## src/rtl/dmem_arb_pkg.sv

```systemverilog
// Shared types and default widths for the data-memory port arbiter.
package dmem_arb_pkg;

  localparam int unsigned DEF_ADDR_W   = 7;
  localparam int unsigned DEF_DATA_W   = 32;
  localparam int unsigned DEF_MAX_WAIT = 4;

  typedef enum logic [1:0] {
    OWN_NONE,
    OWN_CPU,
    OWN_DBG
  } owner_e;

  typedef enum logic {
    ARB,
    DBG_LOCK
  } arb_state_e;

endpackage

```

## src/rtl/dmem_arb_wait_ctr.sv

```systemverilog
// Saturating count of consecutive cycles the debug port asked and lost;
// limit_o tells the arbiter the debug port must win the next conflict.
module dmem_arb_wait_ctr #(
  parameter int unsigned MAX_WAIT = 4
) (
  input  logic clk_i,
  input  logic rst_ni,
  input  logic inc_i,
  input  logic clr_i,
  output logic limit_o
);

  localparam int unsigned CNT_W = (MAX_WAIT < 1) ? 1 : $clog2(MAX_WAIT + 1);
  localparam logic [CNT_W-1:0] LIMIT = CNT_W'(MAX_WAIT);

  logic [CNT_W-1:0] cnt_q, cnt_d;

  always_comb begin
    cnt_d = cnt_q;
    if (clr_i) begin
      cnt_d = '0;
    end else if (inc_i && (cnt_q != LIMIT)) begin
      cnt_d = cnt_q + 1'b1;
    end
  end

  always_ff @(posedge clk_i or negedge rst_ni) begin
    if (!rst_ni) begin
      cnt_q <= '0;
    end else begin
      cnt_q <= cnt_d;
    end
  end

  assign limit_o = (cnt_q == LIMIT);

endmodule

```

## src/rtl/dmem_port_arbiter.sv

```systemverilog
// Shares the data-memory port between the CPU MEM stage and a debug/loader port.
// Optional conflict counter output enabled by defining DMEM_ARB_STATS_EN.
module dmem_port_arbiter
  import dmem_arb_pkg::*;
#(
  parameter int unsigned ADDR_W   = DEF_ADDR_W,
  parameter int unsigned DATA_W   = DEF_DATA_W,
  parameter int unsigned MAX_WAIT = DEF_MAX_WAIT
) (
  input  logic              clk,
  input  logic              reset,
  input  logic              cpu_req,
  input  logic              cpu_we,
  input  logic [ADDR_W-1:0] cpu_addr,
  input  logic [DATA_W-1:0] cpu_wdata,
  output logic              cpu_gnt,
  output logic              cpu_stall,
  output logic              cpu_rvalid,
  output logic [DATA_W-1:0] cpu_rdata,
  input  logic              dbg_req,
  input  logic              dbg_we,
  input  logic [ADDR_W-1:0] dbg_addr,
  input  logic [DATA_W-1:0] dbg_wdata,
  input  logic              dbg_lock,
  output logic              dbg_gnt,
  output logic              dbg_rvalid,
  output logic [DATA_W-1:0] dbg_rdata,
  output logic              mem_en,
  output logic              mem_we,
  output logic [ADDR_W-1:0] mem_addr,
  output logic [DATA_W-1:0] mem_wdata,
  input  logic [DATA_W-1:0] mem_rdata
`ifdef DMEM_ARB_STATS_EN
  ,
  output logic [15:0]       conflict_cnt
`endif
);

  arb_state_e        state_q, state_d;
  owner_e            resp_owner_q, resp_owner_d;
  logic [DATA_W-1:0] cpu_rdata_q, dbg_rdata_q;
  logic              wait_limit;

  dmem_arb_wait_ctr #(
    .MAX_WAIT (MAX_WAIT)
  ) u_wait_ctr (
    .clk_i   (clk),
    .rst_ni  (reset),
    .inc_i   (dbg_req & ~dbg_gnt),
    .clr_i   (~dbg_req | dbg_gnt),
    .limit_o (wait_limit)
  );

  // Grants are forced low while reset is asserted so no strobe escapes.
  always_comb begin
    cpu_gnt = 1'b0;
    dbg_gnt = 1'b0;
    if (reset) begin
      if (state_q == DBG_LOCK) begin
        dbg_gnt = dbg_req;
      end else if (cpu_req && dbg_req) begin
        cpu_gnt = ~wait_limit;
        dbg_gnt = wait_limit;
      end else begin
        cpu_gnt = cpu_req;
        dbg_gnt = dbg_req;
      end
    end
  end

  assign cpu_stall = reset & cpu_req & ~cpu_gnt;

  always_comb begin
    state_d = state_q;
    case (state_q)
      ARB:      if (dbg_gnt && dbg_lock) state_d = DBG_LOCK;
      DBG_LOCK: if (!dbg_lock)           state_d = ARB;
      default:                           state_d = ARB;
    endcase
  end

  assign mem_en    = cpu_gnt | dbg_gnt;
  assign mem_we    = dbg_gnt ? dbg_we    : (cpu_gnt & cpu_we);
  assign mem_addr  = dbg_gnt ? dbg_addr  : cpu_addr;
  assign mem_wdata = dbg_gnt ? dbg_wdata : cpu_wdata;

  always_comb begin
    resp_owner_d = OWN_NONE;
    if (cpu_gnt && !cpu_we) begin
      resp_owner_d = OWN_CPU;
    end else if (dbg_gnt && !dbg_we) begin
      resp_owner_d = OWN_DBG;
    end
  end

  // Read data is forwarded straight from memory in the response cycle and held afterwards.
  assign cpu_rvalid = (resp_owner_q == OWN_CPU);
  assign dbg_rvalid = (resp_owner_q == OWN_DBG);
  assign cpu_rdata  = cpu_rvalid ? mem_rdata : cpu_rdata_q;
  assign dbg_rdata  = dbg_rvalid ? mem_rdata : dbg_rdata_q;

  always_ff @(posedge clk or negedge reset) begin
    if (!reset) begin
      state_q      <= ARB;
      resp_owner_q <= OWN_NONE;
      cpu_rdata_q  <= '0;
      dbg_rdata_q  <= '0;
    end else begin
      state_q      <= state_d;
      resp_owner_q <= resp_owner_d;
      cpu_rdata_q  <= cpu_rdata;
      dbg_rdata_q  <= dbg_rdata;
    end
  end

`ifdef DMEM_ARB_STATS_EN
  logic [15:0] conflict_q;

  always_ff @(posedge clk or negedge reset) begin
    if (!reset) begin
      conflict_q <= '0;
    end else if (cpu_req && dbg_req && (conflict_q != '1)) begin
      conflict_q <= conflict_q + 16'd1;
    end
  end

  assign conflict_cnt = conflict_q;
`endif

endmodule

```

## config.mk

```make
export PLATFORM = sky130hd
export DESIGN_NAME = dmem_port_arbiter
export DESIGN_NICKNAME = d
export VERILOG_FILES = /design/src/rtl/dmem_arb_pkg.sv /design/src/rtl/dmem_arb_wait_ctr.sv /design/src/rtl/dmem_port_arbiter.sv
export SDC_FILE = /design/constraint.sdc
export NUM_CORES = 1
export LEC_CHECK = 0
export CORE_MARGIN = 2
export CORE_UTILIZATION = 30
export DETAILED_ROUTE_END_ITERATION = 10
export GPL_TIMING_DRIVEN = 0
export PLACE_DENSITY = 0.76
export RECOVER_POWER = 50
export SETUP_SLACK_MARGIN = 0.1
export SLEW_MARGIN = 20
export SYNTH_ARGS = -nofsm -noshare
export SYNTH_HDL_FRONTEND = slang
export SYNTH_HIERARCHICAL = 1
export SYNTH_SLANG_ARGS = --single-unit
export TNS_END_PERCENT = 30
```

## constraint.sdc

```tcl
create_clock -name clk -period 3.3 [get_ports clk]
set_clock_uncertainty 0.15 [all_clocks]
set_input_delay 0.825 -clock clk [delete_from_list [all_inputs] [get_ports clk]]
set_output_delay 0.825 -clock clk [all_outputs]
set_load 0.05 [all_outputs]
```

==> flow_summary.toml <==
[placement]
detailedPlacementHpwl_microns = 7642
place_ws_ns = -0.9174
dp_cells = 585
place.gp.congestion = 0.7181
port-buffer-count = 226

[pwr]
total_leakage_power_uw = 0.002797
post-layout-total-power_uw = 3590
ir_worst_vdd_uv = 400.7
power_per_cell_area_nw_per_um2 = 583.0

[critical_path]
critPathMaxFanout = 15
worstRegToRegCells = 9
crit_top_cell = "buf_16"
r2r_setup_slack_ns = 0.93
worstReg2RegEnd = "u_wait_ctr/cnt_q[0]$_DFFE_PN0P_"
cp_slowest_stage_delay_ns = 0.34
timing.critical_path.cells = "buf_16, buf_16, nand2_2, nor2_4, buf_12, mux2_2, clkdlybuf4s15_2"
crit_type = "input pin to output port"
worst_setup_path_end_kind = "output port"
critical_path.startpoint = "reset"
capturing_instance_or_port_of_the_critical_path = "mem_addr[6]"
critical_path.slowest_cell = "mux2_2"
cp-start-kind = "input pin"
worstPathRequired_ns = 2.32
worstPathArrival_ns = 2.21
startpoint_of_the_lowest_slack_register_to_register_path = "u_wait_ctr/cnt_q[1]$_DFFE_PN0P_"

[clock_network]
cts.root.buffer_cell = "clkbuf_8"
cts-buffers-inserted = 9
clkSinkCount = 70
htree_levels = 3
insertion_delay_ns = 0.33
cts_max_path_buffers = 2
path_clk_slew_ns = 0.08
tritoncts = "done"

[die]
die-height_microns = 110.0
die_w_microns = 110.0
ios = 227
placement_rows = 38
die_area_sq_um = 12090
core_region_area_sq_um = 10890
start_util_pct = 30.94

[global_routing]
groute.usage.overall_pct = 16.41
overflow = 0
grt_pass1_vias = 2798
grt_max_degree = 24
antenna_found_initial = 0
wire_length_of_the_first_global_routing_pass_microns = 14950

[final_layout]
insertedDiodeCount = 0
final_net_count = 583
fillerInstances = 945
final_core_utilization_pct = 56.56
post_route_cells_drive_above_1_share_pct = 37.74
area_growth_pct = 82.84
instances_no_fill = 609

[timing]
count_of_pins_over_their_slew_limit = 0
setup_repair_after_global_routing_missed_its_margin = "true"
timing.slew.headroom_pct = 18.85
worst_slew_pin_slew_ns = 1.217
max_freq_mhz = 314.2
finalCritPeriodShare_pct = 96.43
final_hold_viol_count = 0
post-route-min-period_ns = 3.182
finalWorstSetupSlack_ns = 0.1178
hold_ws_ns = 0.1357
setup_violations = 0

[synthesis]
post_synth_inst_count = 218
synthesis.yosys.warnings = 6
synthesis.nets = 337
synth_area_per_cell_sq_um = 15.45
synth_sequential_area_ratio_pct = 52.01
netlist-cell-type-count = 24
syn_area_sq_um = 3368
synth-seq-cells = 70

[hold_path]
holdCritPathClass = "input pin to asynchronous set/reset pin"

[drt]
via_per_inst = 4.466
drtAntennaViolNets = 0
detailed_routing_iterations_pass_1 = 4
post-route-drc-count = 0
drt_iter0_markers = 63
total_routed_wirelength_microns = 10150
route.vias.total = 2720
avgRoutedWirePerCell_microns = 16.67

[status]
outcome = "completed"

[flow_run]
max_cap_viol_count = 0
[sequential cells by signal (all words and copies together) (netlist names)]
signal	cells
cpu_rdata_q	32
dbg_rdata_q	32
u_wait_ctr/cnt_q	3
resp_owner_q	2
state_q	1
[per-layer routing]
layer | GRT usage (%) | vias up | routed length, microns
li1 | - | 1265 | -
met1 | 21.77 | 1348 | 4242
met2 | 26.64 | 101 | 5151
met3 | 4.268 | 6 | 669
met4 | 4.069 | 0 | 87
met5 | 0 | - | 0
[cells by family (layout without fill, tap and decap cells)]
logic type | after synthesis | count (layout) | synth area share (%)
and+or+nand+nor | 17 | 17 | 3.455
buffers and inverters | 17 | 268 | 3.083
adders and majority gates | 2 | 2 | 0.7428
DFF | 70 | 70 | 52.01
muxes | 105 | 105 | 39.30
AOI/OAI and AO/OA | 7 | 7 | 1.412
[critical path, delay by kind of cell]
family / cells / cell delay [ns]
buffers and inverters: 4 / 0.78
multiplexers: 1 / 0.34
AND/OR/NAND/NOR: 2 / 0.25
[metrics by stage]
stage                     setup TNS [ns]  instance area [sq um]
after floorplan                        0                   3368
after global placement           -244.80                   5806
after detailed placement          -36.66                   5831
after CTS                              0                   6086
after global routing                   0                   6158
final                                  0                   6158
[cell usage after synthesis]
master,instances,area [sq um]
buf_6,4,45.04
nor2_1,3,11.26
mux2_2,66,743.2
nand2b_1,3,18.77
nor2b_1,2,12.51
o21ai_0,2,10.01
nand3_1,1,5.000
nand2_1,2,7.510
o21a_1,1,7.510
a21boi_2,1,11.26
ha_1,2,25.02
a21oi_1,2,10.01
nor3_1,1,5.000
nor3b_4,1,18.77
nor3_2,1,10.01
buf_2,8,40.04
a22o_1,1,8.760
and2_1,1,6.260
mux2i_1,1,10.01
and4b_1,1,10.01
inv_1,5,18.77
mux2_4,38,570.6
nor2_4,1,11.26
dfrtp_1,70,1752
[worst min-delay path by stage]
| stage | from | endpoint | slack (ns) | depth (start not counted) |
|---|---|---|---|---|
| final | reset | cpu_rdata_q[23]$_DFF_PN0_ | 0.14 | 1 |
| after global routing | reset | cpu_rdata_q[23]$_DFF_PN0_ | 0.11 | 1 |
| after CTS | reset | dbg_rdata_q[29]$_DFF_PN0_ | 0.12 | 1 |
| after detailed placement | cpu_rdata_q[27]$_DFF_PN0_ | cpu_rdata_q[27]$_DFF_PN0_ | 0.33 | 1 |
| after global placement | cpu_rdata_q[16]$_DFF_PN0_ | cpu_rdata_q[16]$_DFF_PN0_ | 0.33 | 1 |
| after floorplan | reset | cpu_rdata_q[0]$_DFF_PN0_ | 0.38 | 0 |
[cell usage in the layout, fill, tap and decap left out, drive strengths merged]
cell type and instances:
clkdlybuf4s15 1, clkbuf 14, a22o 1, clkinv 1, bufinv 2, clkinvlp 1
nand2 2, clkdlybuf4s50 112, nand2b 3, dfrtp 70, and2 1, mux2 104
dlygate4sd3 4, nor3 2, buf 58, o21a 1, nor2b 2, inv 6
dlygate4sd2 69, nor3b 1, and4b 1, o21ai 2, mux2i 1, nand3 1
a21boi 1, nor2 4, a21oi 2, ha 2
[where the power goes]
part	total (uW)	internal, uW	switching [uW]
clock	774	448	325
sequential	1090	1050	44.0
combinational	1730	597	1130
total	3590	2090	1500
[what timing repair did]
action,4_1_cts,5_1_grt
pin swaps,3,2
buffers inserted,4,0
cloned,4,0
hold buffers,0,0
setup endpoints to repair,108,50
gates resized for setup,309,56
[final cells by class]
cell class | instances | area (sq um) | share of cell area (%)
Inverter | 5 | 18.77 | 0.3048
Sequential cell | 70 | 1752 | 28.44
Tap cell | 140 | 175.2 | 2.844
Multi-Input combinational cell | 131 | 1530 | 24.85
Timing Repair Buffer | 235 | 2340 | 37.99
Clock inverter | 5 | 81.33 | 1.321
Clock buffer | 11 | 141.4 | 2.296
Buffer | 12 | 120.1 | 1.950
No activity file was read; power rests on OpenSTA's default activity.
==> RTL edit: new RTL, same settings <==
`dbg_rdata_q` no longer has a reset.
--- a/src/rtl/dmem_port_arbiter.sv
+++ b/src/rtl/dmem_port_arbiter.sv
@@ -104,13 +104,15 @@
       state_q      <= ARB;
       resp_owner_q <= OWN_NONE;
       cpu_rdata_q  <= '0;
-      dbg_rdata_q  <= '0;
     end else begin
       state_q      <= state_d;
       resp_owner_q <= resp_owner_d;
       cpu_rdata_q  <= cpu_rdata;
-      dbg_rdata_q  <= dbg_rdata;
     end
+  end
+
+  always_ff @(posedge clk) begin
+    dbg_rdata_q <= dbg_rdata;
   end
 
 `ifdef DMEM_ARB_STATS_EN
Check against the original RTL: differs if reset is asserted again (counterexample within 4 cycles, from zero or initial values and one cycle with reset low); with reset held inactive, the same outputs for 10 cycles.
==> RTL edit against the original RTL <==
Sequential cell count stayed put. Synthesized area is 4.8% lower. Design area is 3.2% lower. Worst hold slack worse by 0.0021 ns. Die area is 4.6% lower. Global-route usage is 0.22 points higher. Synthesized cell count stayed put. Via count is 1.3% lower. Fmax hardly changed. Register-to-register slack worse by 0.32 ns. Worst setup slack better by 0.0027 ns. Power is 1.2% lower. Wire length is 2.0% lower. Highest routed layer unchanged.
==> RTL edit: results (changes against the original RTL) <==
Power and ir drop
  • Pwr Total: 0.00355 W (-1.2%)
  • Comb power: between 0.0015 and 0.002 W
  • P_int: 0.00206 W (-1.5%)
  • Static Leakage: 2.68 nW (-4.3%)
  • Worst VDD drop: 0.286 mV (-29%)
  • Clock network power share: 0.211 (-0.004)

Outcome
  • Status: complete, no violations

Detailed routing
  • Drt first pass iters: 5 (+1)
  • Routed WL: 9.94 mm (-2.0%)
  • Vias per cell: 4.43 (-0.92%)
  • Iter 0 DRT Violations: 144 (+130%)
  • Met3 routed WL: 636 um (-4.9%)
  • WL met1: 3.93 mm (-7.4%)
  • DR top layer: met4
  • WL met2: 5.28 mm (+2.4%)

Place
  • DP Area: 5660 sq um (-3.0%)
  • Gp weighted congestion: 0.668 (-6.9%)
  • Hpwl dp: 7.67 mm (+0.31%)

Yosys
  • Seq/Total Area, Yosys: 0.496 (-0.0240)
  • Synth Area in XOR/XNOR: 0 (unchanged)
  • Syn_nets: 337 (unchanged)
  • Main combinational cell family by area after synthesis: multiplexers
  • Fraction of registers with async set/reset: 0.543 (-0.457)
  • Ranking of synthesized cells by area: dfrtp_1, mux2_2, dfxtp_1, mux2_4, buf_6
  • Mux share of post-synthesis cell area: 0.413 (+0.0196)
  • Synth Area in Compound Gates: 0.0148 (+0.000705)
  • Top post-synthesis cells by count: mux2_2, dfrtp_1, mux2_4, dfxtp_1, buf_2
  • Adder-Cell Fraction of Synth Area: 0.00780 (+0.000371)
  • Synth unique cells: 25 (+4.2%)
  • Post-synthesis cell area: 3210 sq um (-4.8%)

STA
  • Worst slew margin: 0.467 (+0.278)
  • Fin Hold WS: 0.134 ns (-0.00206 ns)

Critical path
  • Reg2Reg Setup Slack: 0.61 ns (-0.32 ns)
  • Reg2Reg Depth: 10 (+1)
  • Slowest stage cell on the critical path: clkdlybuf4s15_2
  • Critical Path AT: about 2.2 ns
  • Reg-to-reg startpoint: u_wait_ctr/cnt_q[1]

CTS
  • Root Driver: clkbuf_8
  • Clk buf depth: 2 (unchanged)
  • H-tree levels: 3 (unchanged)
  • CTS clock-pin slew for the worst setup and hold paths: roughly 0.070 ns

Final layout
  • Layout Nets: 585 (+0.34%)
  • Ratio of cells with drive above 1 in the final layout: 0.369 (-0.00797)
  • Ant. Diodes: 0 (unchanged)
  • Filler Cell Count: 890 (-5.8%)
  • Biggest regs: cpu_rdata_q x32, dbg_rdata_q x32, u_wait_ctr/cnt_q x3

Global route
  • Largest net degree at the start of global routing: 16 (-33%)
  • Vias in the first global route: 2922 (+4.4%)
  • First-pass GRT wire length: 14.9 mm (-0.23%)
  • All-Layer GR Usage: 0.166 (+0.00222)

Hold path
  • Type of the most critical hold path: input pin to asynchronous set/reset pin
[RTL edit: area by class of cell]
type,count,area share
inverter,5,0.00315
clock buffer,10,0.0214
multi-input combinational,131,0.256
sequential,70,0.267
timing repair buffer,237,0.392
buffer,12,0.0178
tap,136,0.0285
clock inverter,6,0.0145
[RTL edit: kinds of logic after synthesis]
logic type      count (synthesis)
compound gates                  7
fa+ha+maj                       2
buf+inv                        17
flops                          70
mux                           105
simple gates                   17
[RTL edit: routing by layer]
metal,track usage,vias to the layer above
li1,-,1260
met5,0,-
met2,0.301,112
met4,0.0495,0
met1,0.193,1304
met3,0.0424,10
[RTL edit: metrics by stage]
| stage | utilization | std cells | worst slack, ns | setup TNS (ns) |
|---|---|---|---|---|
| final | 0.575 | 607 | 0.121 | 0 |
| after global routing | 0.575 | 607 | 0.0150 | 0 |
| after CTS | 0.561 | 605 | 0.103 | 0 |
| after detailed placement | 0.545 | 581 | -0.815 | -32.41 |
| after global placement | 0.544 | 580 | -2.43 | -107.63 |
| after floorplan | - | 218 | 0.252 | 0 |
[RTL edit: worst max-delay path by stage]
stage	start	endpoint	slack, ns	cells past startpoint
final	reset	mem_addr[6]	0.12	7
after detailed placement	reset	mem_addr[0]	-0.82	7
after CTS	reset	mem_wdata[31]	0.10	7
after global routing	u_wait_ctr/cnt_q[1]	mem_wdata[0]	0.02	9
after floorplan	cpu_req	mem_en	0.25	2
after global placement	reset	mem_addr[0]	-2.43	6
[RTL edit: timing repair]
action | 4_1_cts | 5_1_grt
gates cloned | 2 | 1
buffers inserted | 6 | 1
gates resized for setup | 306 | 58
setup endpoints to repair | 108 | 42
pin swaps | 4 | 2
